File: config.mk
export PLATFORM = sky130hd
export DESIGN_NAME = frame_write_scheduler
export DESIGN_NICKNAME = d
export VERILOG_FILES = /design/src/rtl/threshold_pkg.sv /design/src/rtl/pixel_pair_fifo.sv /design/src/rtl/frame_write_scheduler.sv
export SDC_FILE = /design/constraint.sdc
export NUM_CORES = 1
export LEC_CHECK = 0
export BUFFER_PORTS_ARGS = -buffer_cell sky130_fd_sc_hd__buf_2
export CAP_MARGIN = 20
export CORE_ASPECT_RATIO = 0.75
export CORE_MARGIN = 10
export CORE_UTILIZATION = 45
export DETAILED_ROUTE_END_ITERATION = 6
export PLACE_DENSITY = 0.67
export SLEW_MARGIN = 15
export SYNTH_ARGS = -nofsm -noshare
export SYNTH_HDL_FRONTEND = slang
export SYNTH_SLANG_ARGS = --single-unit
export TNS_END_PERCENT = 1
File: constraint.sdc
create_clock -name clk -period 12.65 [get_ports clk]
set_clock_uncertainty 0.15 [all_clocks]
set_input_delay 1.8975 -clock clk [delete_from_list [all_inputs] [get_ports clk]]
set_output_delay 1.8975 -clock clk [all_outputs]
set_load 0.01 [all_outputs]
File: src/rtl/threshold_pkg.sv
// Shared definitions for the threshold output path: pair layout, scheduler
// state encoding and a small width helper.
package threshold_pkg;

  localparam int PIX_W  = 8;
  localparam int PAIR_W = 6 * PIX_W;

  // Field offsets inside a packed pair {R_even, G_even, B_even, R_odd, G_odd, B_odd}.
  localparam int R_EVEN_LSB = 5 * PIX_W;
  localparam int G_EVEN_LSB = 4 * PIX_W;
  localparam int B_EVEN_LSB = 3 * PIX_W;
  localparam int R_ODD_LSB  = 2 * PIX_W;
  localparam int G_ODD_LSB  = 1 * PIX_W;
  localparam int B_ODD_LSB  = 0;

  typedef enum logic [1:0] {
    IDLE   = 2'd0,
    ACTIVE = 2'd1,
    BLANK  = 2'd2,
    DONE   = 2'd3
  } sched_state_e;

  // Counter width able to hold 0..n-1, never narrower than one bit.
  function automatic int width_of(input int n);
    return (n <= 1) ? 1 : $clog2(n);
  endfunction

endpackage

File: src/rtl/pixel_pair_fifo.sv
// Small synchronous FIFO for pixel pairs. Pointers carry one extra wrap bit so
// full and empty are told apart without a separate occupancy counter.
module pixel_pair_fifo #(
  parameter int DEPTH = 4,
  parameter int WIDTH = 48
) (
  input  logic             clk,
  input  logic             reset,
  input  logic             flush,
  input  logic             push,
  input  logic [WIDTH-1:0] push_data,
  input  logic             pop,
  output logic [WIDTH-1:0] pop_data,
  output logic             full,
  output logic             empty
);

  localparam int ADDR_W = $clog2(DEPTH);

  logic [ADDR_W:0]   wr_ptr;
  logic [ADDR_W:0]   rd_ptr;
  logic [WIDTH-1:0]  mem [DEPTH];
  logic              do_push;
  logic              do_pop;

  assign do_push = push && !full;
  assign do_pop  = pop && !empty;

  assign empty = (wr_ptr == rd_ptr);
  assign full  = (wr_ptr[ADDR_W] != rd_ptr[ADDR_W]) &&
                 (wr_ptr[ADDR_W-1:0] == rd_ptr[ADDR_W-1:0]);

  // Read data is presented combinationally from the head entry.
  assign pop_data = mem[rd_ptr[ADDR_W-1:0]];

  // Pointer update; reset and flush both return the FIFO to empty.
  always_ff @(posedge clk) begin
    // NOTE: sequential state uses non-blocking assignments so every register
    // samples pre-edge values regardless of statement order.
    if (reset || flush) begin
      wr_ptr <= '0;
      rd_ptr <= '0;
    end else begin
      if (do_push) wr_ptr <= wr_ptr + 1'b1;
      if (do_pop)  rd_ptr <= rd_ptr + 1'b1;
    end
  end

  // Storage write.
  always_ff @(posedge clk) begin
    // NOTE: the storage array has no reset; the pointers alone define which
    // entries are valid, and leaving it unreset lets it map onto plain RAM.
    if (do_push) mem[wr_ptr[ADDR_W-1:0]] <= push_data;
  end

endmodule

File: src/rtl/frame_write_scheduler.sv
// Frame write scheduler: buffers incoming pixel pairs and re-issues them in
// raster order toward the BMP writer, with a blanking gap after every row and
// a one-cycle frame_done pulse once the final pair has been presented.
module frame_write_scheduler
  import threshold_pkg::*;
#(
  parameter int IMAGE_WIDTH  = 768,
  parameter int IMAGE_HEIGHT = 512,
  parameter int BLANK_CYCLES = 4,
  parameter int FIFO_DEPTH   = 4
) (
  input  logic                                 clk,
  input  logic                                 reset,
  input  logic                                 start,
  input  logic                                 in_valid,
  output logic                                 in_ready,
  input  logic [PAIR_W-1:0]                    in_pair,
  output logic                                 horizontal_Pulse,
  output logic [PIX_W-1:0]                     data_Red_Even,
  output logic [PIX_W-1:0]                     data_Green_Even,
  output logic [PIX_W-1:0]                     data_Blue_Even,
  output logic [PIX_W-1:0]                     data_Red_Odd,
  output logic [PIX_W-1:0]                     data_Green_Odd,
  output logic [PIX_W-1:0]                     data_Blue_Odd,
  output logic [width_of(IMAGE_HEIGHT)-1:0]    row,
  output logic [width_of(IMAGE_WIDTH/2)-1:0]   col,
  output logic                                 busy,
  output logic                                 frame_done
);

  localparam int ROW_W = width_of(IMAGE_HEIGHT);
  localparam int COL_W = width_of(IMAGE_WIDTH / 2);
  localparam int BLK_W = width_of(BLANK_CYCLES + 1);

  localparam logic [ROW_W-1:0] ROW_LAST = ROW_W'(IMAGE_HEIGHT - 1);
  localparam logic [COL_W-1:0] COL_LAST = COL_W'(IMAGE_WIDTH / 2 - 1);
  localparam logic [BLK_W-1:0] BLK_LAST = BLK_W'((BLANK_CYCLES > 0) ? BLANK_CYCLES - 1 : 0);

  sched_state_e      state;
  sched_state_e      next_state;

  // Position of the next pair to be popped (the outputs row/col describe the
  // pair already on the data bus).
  logic [ROW_W-1:0]  cnt_row;
  logic [COL_W-1:0]  cnt_col;
  logic [BLK_W-1:0]  blank_cnt;

  logic [PAIR_W-1:0] fifo_data;
  logic              fifo_full;
  logic              fifo_empty;
  logic              push;

  logic              start_ok;
  logic              pop;
  logic              last_col;
  logic              last_row;
  logic              busy_next;
  logic              frame_done_next;

  // Acceptance depends only on the registered busy flag and fullness, so a
  // full FIFO never accepts in the same cycle it pops.
  assign in_ready = busy && !fifo_full;
  assign push     = in_valid && in_ready;

  assign last_col = (cnt_col == COL_LAST);
  assign last_row = (cnt_row == ROW_LAST);

  pixel_pair_fifo #(
    .DEPTH (FIFO_DEPTH),
    .WIDTH (PAIR_W)
  ) u_fifo (
    .clk       (clk),
    .reset     (reset),
    .flush     (start_ok),
    .push      (push),
    .push_data (in_pair),
    .pop       (pop),
    .pop_data  (fifo_data),
    .full      (fifo_full),
    .empty     (fifo_empty)
  );

  // State register.
  always_ff @(posedge clk) begin
    if (reset) state <= IDLE;
    else       state <= next_state;
  end

  // Next-state decode: row ends go to BLANK (unless no gap is configured),
  // the final pair of the frame goes to DONE.
  always_comb begin
    // NOTE: every combinational output gets a default first so no path can
    // leave it unassigned and infer a latch.
    next_state = state;
    case (state)
      IDLE: begin
        if (start) next_state = ACTIVE;
      end
      ACTIVE: begin
        if (pop && last_col) begin
          if (last_row)               next_state = DONE;
          else if (BLANK_CYCLES == 0) next_state = ACTIVE;
          else                        next_state = BLANK;
        end
      end
      BLANK: begin
        if (blank_cnt == BLK_LAST) next_state = ACTIVE;
      end
      DONE: begin
        next_state = IDLE;
      end
    endcase
  end

  // Output decode: pop strobe, start qualification and next values of the
  // registered status flags.
  always_comb begin
    start_ok        = (state == IDLE) && start;
    pop             = (state == ACTIVE) && !fifo_empty;
    busy_next       = start_ok || (state != IDLE);
    frame_done_next = (state == DONE);
  end

  // Raster position of the next pair; cleared by reset and by an accepted start.
  always_ff @(posedge clk) begin
    if (reset || start_ok) begin
      cnt_row <= '0;
      cnt_col <= '0;
    end else if (pop) begin
      if (last_col) begin
        cnt_col <= '0;
        cnt_row <= last_row ? '0 : cnt_row + 1'b1;
      end else begin
        cnt_col <= cnt_col + 1'b1;
      end
    end
  end

  // Blanking gap length counter, running only while in BLANK.
  always_ff @(posedge clk) begin
    if (reset || (state != BLANK)) blank_cnt <= '0;
    else                           blank_cnt <= blank_cnt + 1'b1;
  end

  // Output registers: the popped pair and its position appear together one
  // cycle after the pop; data and position hold when nothing is popped.
  always_ff @(posedge clk) begin
    if (reset) begin
      horizontal_Pulse <= 1'b0;
      busy             <= 1'b0;
      frame_done       <= 1'b0;
      row              <= '0;
      col              <= '0;
      data_Red_Even    <= '0;
      data_Green_Even  <= '0;
      data_Blue_Even   <= '0;
      data_Red_Odd     <= '0;
      data_Green_Odd   <= '0;
      data_Blue_Odd    <= '0;
    end else begin
      horizontal_Pulse <= pop;
      busy             <= busy_next;
      frame_done       <= frame_done_next;
      if (pop) begin
        row             <= cnt_row;
        col             <= cnt_col;
        data_Red_Even   <= fifo_data[R_EVEN_LSB +: PIX_W];
        data_Green_Even <= fifo_data[G_EVEN_LSB +: PIX_W];
        data_Blue_Even  <= fifo_data[B_EVEN_LSB +: PIX_W];
        data_Red_Odd    <= fifo_data[R_ODD_LSB  +: PIX_W];
        data_Green_Odd  <= fifo_data[G_ODD_LSB  +: PIX_W];
        data_Blue_Odd   <= fifo_data[B_ODD_LSB  +: PIX_W];
      end
    end
  end

endmodule

==> results of run 1 <==
## layout by cell type, fill, tap and decap left out, drive strengths merged, types with 2 or more instances in the layout
| cell | n |
|---|---|
| and3 | 6 |
| buf | 131 |
| bufinv | 2 |
| nand2 | 140 |
| nand4b | 3 |
| xnor2 | 6 |
| or3 | 6 |
| clkinv | 7 |
| nor3b | 5 |
| dfxtp | 98 |
| a21oi | 79 |
| a32o | 5 |
| mux4 | 48 |
| ha | 10 |
| nor2 | 14 |
| nand2b | 2 |
| o21ai | 5 |
| nor3 | 6 |
| and2 | 3 |
| o211ai | 6 |
| inv | 11 |
| clkbuf | 40 |
| o31ai | 5 |
| edfxtp | 192 |
| diode | 2 |
| nand3 | 10 |
| a31oi | 4 |
## stage by stage
stage / hold WS (ns) / utilization (%) / worst slack [ns]
6_report: 0.2692 / 54.27 / 8.566
5_1_grt: 0.3109 / 54.25 / 8.457
4_1_cts: 0.2745 / 54.13 / 8.547
3_5_place_dp: 0.2657 / 50.21 / 8.361
3_3_place_gp: 0.2605 / 50.10 / 8.400
2_1_floorplan: 0.2473 / - / 7.526
## sequential cells by signal (all words and copies together), names as in the netlist, 2 cells and up
register         flops
data_Green_Odd       8
u_fifo.wr_ptr        3
u_fifo.rd_ptr        3
data_Red_Odd         8
state                2
blank_cnt            3
col                  9
data_Red_Even        8
cnt_row              9
data_Green_Even      8
data_Blue_Odd        8
u_fifo.mem         192
row                  9
cnt_col              9
data_Blue_Even       8
## kinds of logic (layout without fill, tap and decap cells)
family	count (synthesis)	in the layout	share of synthesized area (%)
flops	290	290	71.67
compound gates	111	111	5.977
xor+xnor	7	7	0.5687
fa+ha+maj	10	10	1.160
other cells	0	2	0
mux	48	48	10.03
simple gates	202	202	8.425
buf+inv	53	191	2.170
## where the power goes
group | leakage [nW] | internal (mW) | switching, mW
combinational | 1.33 | 0.0229 | 0.0385
sequential | 2.53 | 1.02 | 0.00477
clock | 0.457 | 0.481 | 0.348
## worst max path at each step
stage                          start                 to  slack (ns)  depth (start not counted)
detailed placement          in_valid  u_fifo.mem[0][26]        8.36                          5
CTS                 u_fifo.wr_ptr[0]           in_ready        8.55                          3
global route        u_fifo.wr_ptr[0]           in_ready        8.46                          3
finish              u_fifo.wr_ptr[0]           in_ready        8.57                          3
global placement            in_valid  u_fifo.mem[0][25]        8.40                          5
floorplan                   in_valid   u_fifo.mem[3][0]        7.53                          2
## layer usage
metal	part of all wire [%]	wire length, um	GRT usage (%)	vias up
li1	-	-	-	2927
met1	46	10520	20.61	3088
met2	45	10420	22.78	159
met3	7.3	1668	4.144	30
met4	1.4	329	3.045	4
met5	0.10	23	0	-
## cell type report
| class | instances | area [um2] |
|---|---|---|
| diodes | 2 | 5.005 |
| clock buffers | 40 | 798.3 |
| clock inverters | 10 | 115.1 |
| fillers | 1942 | 10660 |
| inverters | 10 | 37.54 |
| multi-input cells | 378 | 2863 |
| flip-flops and latches | 290 | 7732 |
| well taps | 300 | 375.4 |
| repair buffers | 131 | 720.7 |
## worst max-delay path: stages (launching register included)
cell and delay, ns:
dfxtp_1 0.37, xnor2_1 0.66, a31oi_1 0.26, buf_2 0.21
==> flow_summary_export.csv, run 1 <==
group,metric,value,unit
status,status,"completed",
detailed_routing,dr.pass1.iters,5,
die,die_w,198.7,um
cts,h-tree-depth,1,
setup_path,r2r-start,"u_fifo.wr_ptr[0]",
finish,stdcell_count,1161,
power_and_ir_drop,power.density,151.5,nW/um2
sta,setup_viol,0,
finish,nNetsFinal,900,
die,io_pins,122,
detailed_routing,dr_total_vias,6208,
sta,max_slew.worst_pin.slew,1.028,ns
setup_path,r2r_end,"u_fifo.mem[0][21]",
global_routing,first_global_vias,6297,
setup_path,worstPathArrival,2.04,ns
setup_path,required,10.60,ns
power_and_ir_drop,leakagePower,4.313,nW
setup_path,crit_fanout,6,
cts,cts_sinks,290,
detailed_routing,viasPerCell,5.347,
yosys,synthTopCellsByArea,"edfxtp_1 (53%), dfxtp_1 (18%), mux4_2 (10%)",
placed_design,hpwl,13800,um
sta,fin_crit,4.084,ns
finish,areaGrowthSynthToFinish,17.30,%
cts,postCtsHoldBufs,0,
detailed_routing,ant_nets,0,
sta,finalSetupTns,0,ns
die,die_h,154.1,um
die,die_area,30610,um2
global_routing,grtUsageTotal,14.83,%
min_path,hold_start,"blank_cnt[0]",
yosys,async_reset_ff_share,0,%
yosys,syn-instance-count,721,
cts,numCtsBuffers,27,
sta,final.period_utilization,32.28,%
yosys,synth_edf_count,192,
yosys,yosysSeqAreaShare,71.67,%
yosys,synth_warnings,0,
yosys,synth.distinct_cells,47,
min_path,hold_path_end,"blank_cnt[0]",
cts,cts_root_buf,"clkbuf_16",
yosys,netlist.area_leader.share,53.48,%
yosys,yosysTopAreaCell,"edfxtp_1",
power_and_ir_drop,power,1.916,mW
placed_design,place.gp.congestion,0.7695,
sta,rsz0062_at_grt,"no",
placed_design,dp_cells,1108,
setup_path,reg2regPathDepth,4,
global_routing,grt_max_degree,87,
power_and_ir_drop,irDropWorstVdd,131.3,uV
flow_run,cap_violations,0,
setup_path,start_kind,"flip-flop",
cts,insertion_delay,0.55,ns
sta,hold_violations,0,
global_routing,grt_overflow,0,
setup_path,critical_path_class,"flip-flop to primary output",
cts,postCtsSetupBuffers,0,
sta,report.final.slew_viol_count,0,
detailed_routing,drc,0,
die,rows,48,
yosys,synthFlopType,"edfxtp_1",
global_routing,grt_pass1_wl,36060,um
yosys,synth_commonest_cells,"edfxtp_1 (192), nand2_1 (140), dfxtp_1 (98)",
setup_path,reg2reg_setup_slack,9.56,ns
yosys,synth_most_common_cell,"edfxtp_1",
yosys,synth_fp_nets,783,
cts,cts_tree,"yes",
yosys,synth-seq-cells,290,
finish,final_layout_size_suffix_gt1_share,27.71,%
global_routing,antenna_found_initial,3,
die,fp.coreArea,23300,um2
die,initial_core_util,46.27,%
detailed_routing,first_iter_violations,435,
cts,clk_path_buf_depth,3,
placed_design,dpl-instance-area,11700,um2
min_path,hold_class,"flip-flop to flip-flop",
finish,fin_area,12650,um2
yosys,netlist_area,10780,um2
sta,max_freq,244.9,MHz
yosys,avgSynthCellArea,14.95,um2
setup_path,cp-end-kind,"primary output",
detailed_routing,post_drt_wl_per_cell,19.78,um
sta,slew-limit-headroom,31.47,%
placed_design,io_buffers,121,
detailed_routing,totalWireLength,22960,um
min_path,min_path_cells,1,
cts,cts_resized,0,
cts,cts.reportedPaths.clkPinSlew,0.07,ns
Note: power is estimated with default switching activity, not from simulation.
==> run 2: changes to the inputs <==
Clock period 12.65 ns to 3.8 ns, I/O delays scaled along.
==> run 2 against run 1 <==
Clock-buffer cell count decreased by 10. Cell area increased by 0.57%. Final cell count increased by 0.34%. Setup slack got worse by 7.7 ns. Wire length decreased by 3.4%. Largest cell class unchanged. Largest power group unchanged.
==> flow_summary_export.csv, run 2 (synthesis gave the netlist of run 1 again) <==
group,metric,value,unit
placed_design,dpl-instance-area,11730,um2
detailed_routing,dr_total_vias,6226,
die,die_area,30610,um2
power_and_ir_drop,leakagePower,4.326,nW
min_path,hold_class,"input port to flip-flop",
die,rows,48,
setup_path,slowest_stage,"a311oi_1",
finish,layout_commonest_cell,"edfxtp_1",
cts,postCtsHoldBufs,0,
sta,report.final.slew_viol_count,0,
detailed_routing,viasPerCell,5.344,
setup_path,cp-end-kind,"flip-flop",
sta,worst_hold_slack,0.08032,ns
sta,hold_violations,0,
detailed_routing,ant_nets,0,
global_routing,grt_pass1_wl,34960,um
global_routing,grt_use_met3,4.013,%
finish,fin_area,12720,um2
power_and_ir_drop,power.density,506.5,nW/um2
sta,finalSetupTns,0,ns
cts,numCtsBuffers,28,
cts,insertion_delay,0.55,ns
setup_path,max_stage_delay,0.74,ns
sta,max_freq,340.5,MHz
finish,areaGrowthSynthToFinish,17.98,%
die,die_h,154.1,um
setup_path,start_kind,"flip-flop",
global_routing,grt_use_met1,20.43,%
cts,h-tree-depth,1,
setup_path,crit_fanout,21,
cts,cts_sinks,290,
finish,largest_reg_flops,192,
power_and_ir_drop,irDropWorstVdd,367.6,uV
cts,cts_resized,0,
setup_path,cpLargestDelayFamily,"compound AO/OA/AOI/OAI gates",
die,initial_core_util,46.27,%
setup_path,worstPathArrival,3.01,ns
sta,slew-limit-headroom,43.21,%
global_routing,met2_usage,21.36,%
setup_path,required,3.87,ns
sta,max_slew.worst_pin.slew,0.8518,ns
global_routing,antenna_found_initial,2,
flow_run,cap_violations,0,
detailed_routing,first_iter_violations,390,
placed_design,io_buffers,121,
setup_path,critical_path_class,"flip-flop to flip-flop",
placed_design,place.gp.congestion,0.7583,
finish,final_layout_size_suffix_gt1_share,28.36,%
cts,clk_path_buf_depth,3,
die,die_w,198.7,um
cts,cts_tree,"yes",
detailed_routing,totalWireLength,22170,um
detailed_routing,drc,0,
sta,fin_crit,2.937,ns
finish,nNetsFinal,904,
sta,setup_viol,0,
global_routing,grt_busiest_layer,"met2",
global_routing,grtUsageTotal,14.28,%
global_routing,first_global_vias,6142,
status,status,"completed",
detailed_routing,post_drt_wl_per_cell,19.03,um
die,io_pins,122,
cts,postCtsSetupBuffers,0,
detailed_routing,dr.pass1.iters,5,
setup_path,path_cells,"xnor2_1 > a311oi_1 > and2_2 > buf_4",
global_routing,grt_max_degree,54,
cts,cts_root_buf,"clkbuf_16",
global_routing,grt_overflow,0,
die,fp.coreArea,23300,um2
placed_design,hpwl,13770,um
finish,layout_common_cells,"edfxtp_1 (192), nand2_1 (140), buf_2 (121)",
sta,final.period_utilization,77.29,%
setup_path,critPathBufInv,1,
sta,rsz0062_at_grt,"no",
cts,cts.reportedPaths.clkPinSlew,0.06,ns
run 2: layout make-up:
class	instances	area (um2)
multi-input cells	378	2863
flip-flops and latches	290	7732
inverters	10	37.54
clock buffers	30	708.2
fillers	1903	10580
repair buffers	134	748.2
well taps	300	375.4
diodes	1	2.502
clock inverters	22	252.7
run 2: power by group:
part | internal [mW] | total, mW | switching [mW] | leakage (nW)
sequential | 3.40 | 3.42 | 0.0147 | 2.53
clock | 1.64 | 2.82 | 1.18 | 0.457
combinational | 0.0773 | 0.206 | 0.129 | 1.34
run 2: final timing paths:
path	startpoint	to	slack, ns	cells after the start
min reg2reg	blank_cnt[0]	blank_cnt[0]	0.28	1
max reg2reg	u_fifo.wr_ptr[0]	u_fifo.mem[2][15]	0.86	4
max	u_fifo.wr_ptr[0]	u_fifo.mem[2][15]	0.86	4
min	in_pair[44]	u_fifo.mem[3][44]	0.08	1
run 2: per-stage QoR:
step,setup slack (ns),cells,utilization [%],power (mW)
after floorplan,0.8243,721,-,3.593
after global placement,0.8907,1111,50.33,3.688
after detailed placement,0.8560,1111,50.33,3.691
after CTS,0.8289,1163,54.46,6.516
after global routing,0.5988,1164,54.57,6.664
final,0.8630,1165,54.59,6.442
run 2: layer usage:
layer,routed length [um],vias up
met2,9904,156
met3,1542,24
met1,10450,3110
li1,-,2934
met5,17,-
met4,259,2
run 2: worst reg2reg max path, delay by kind of cell, from the launching register on:
kind / cells / cell delay (ns)
compound gates: 1 / 0.74
simple gates: 1 / 0.67
flops: 1 / 0.44
buf+inv: 1 / 0.36
xor+xnor: 1 / 0.27
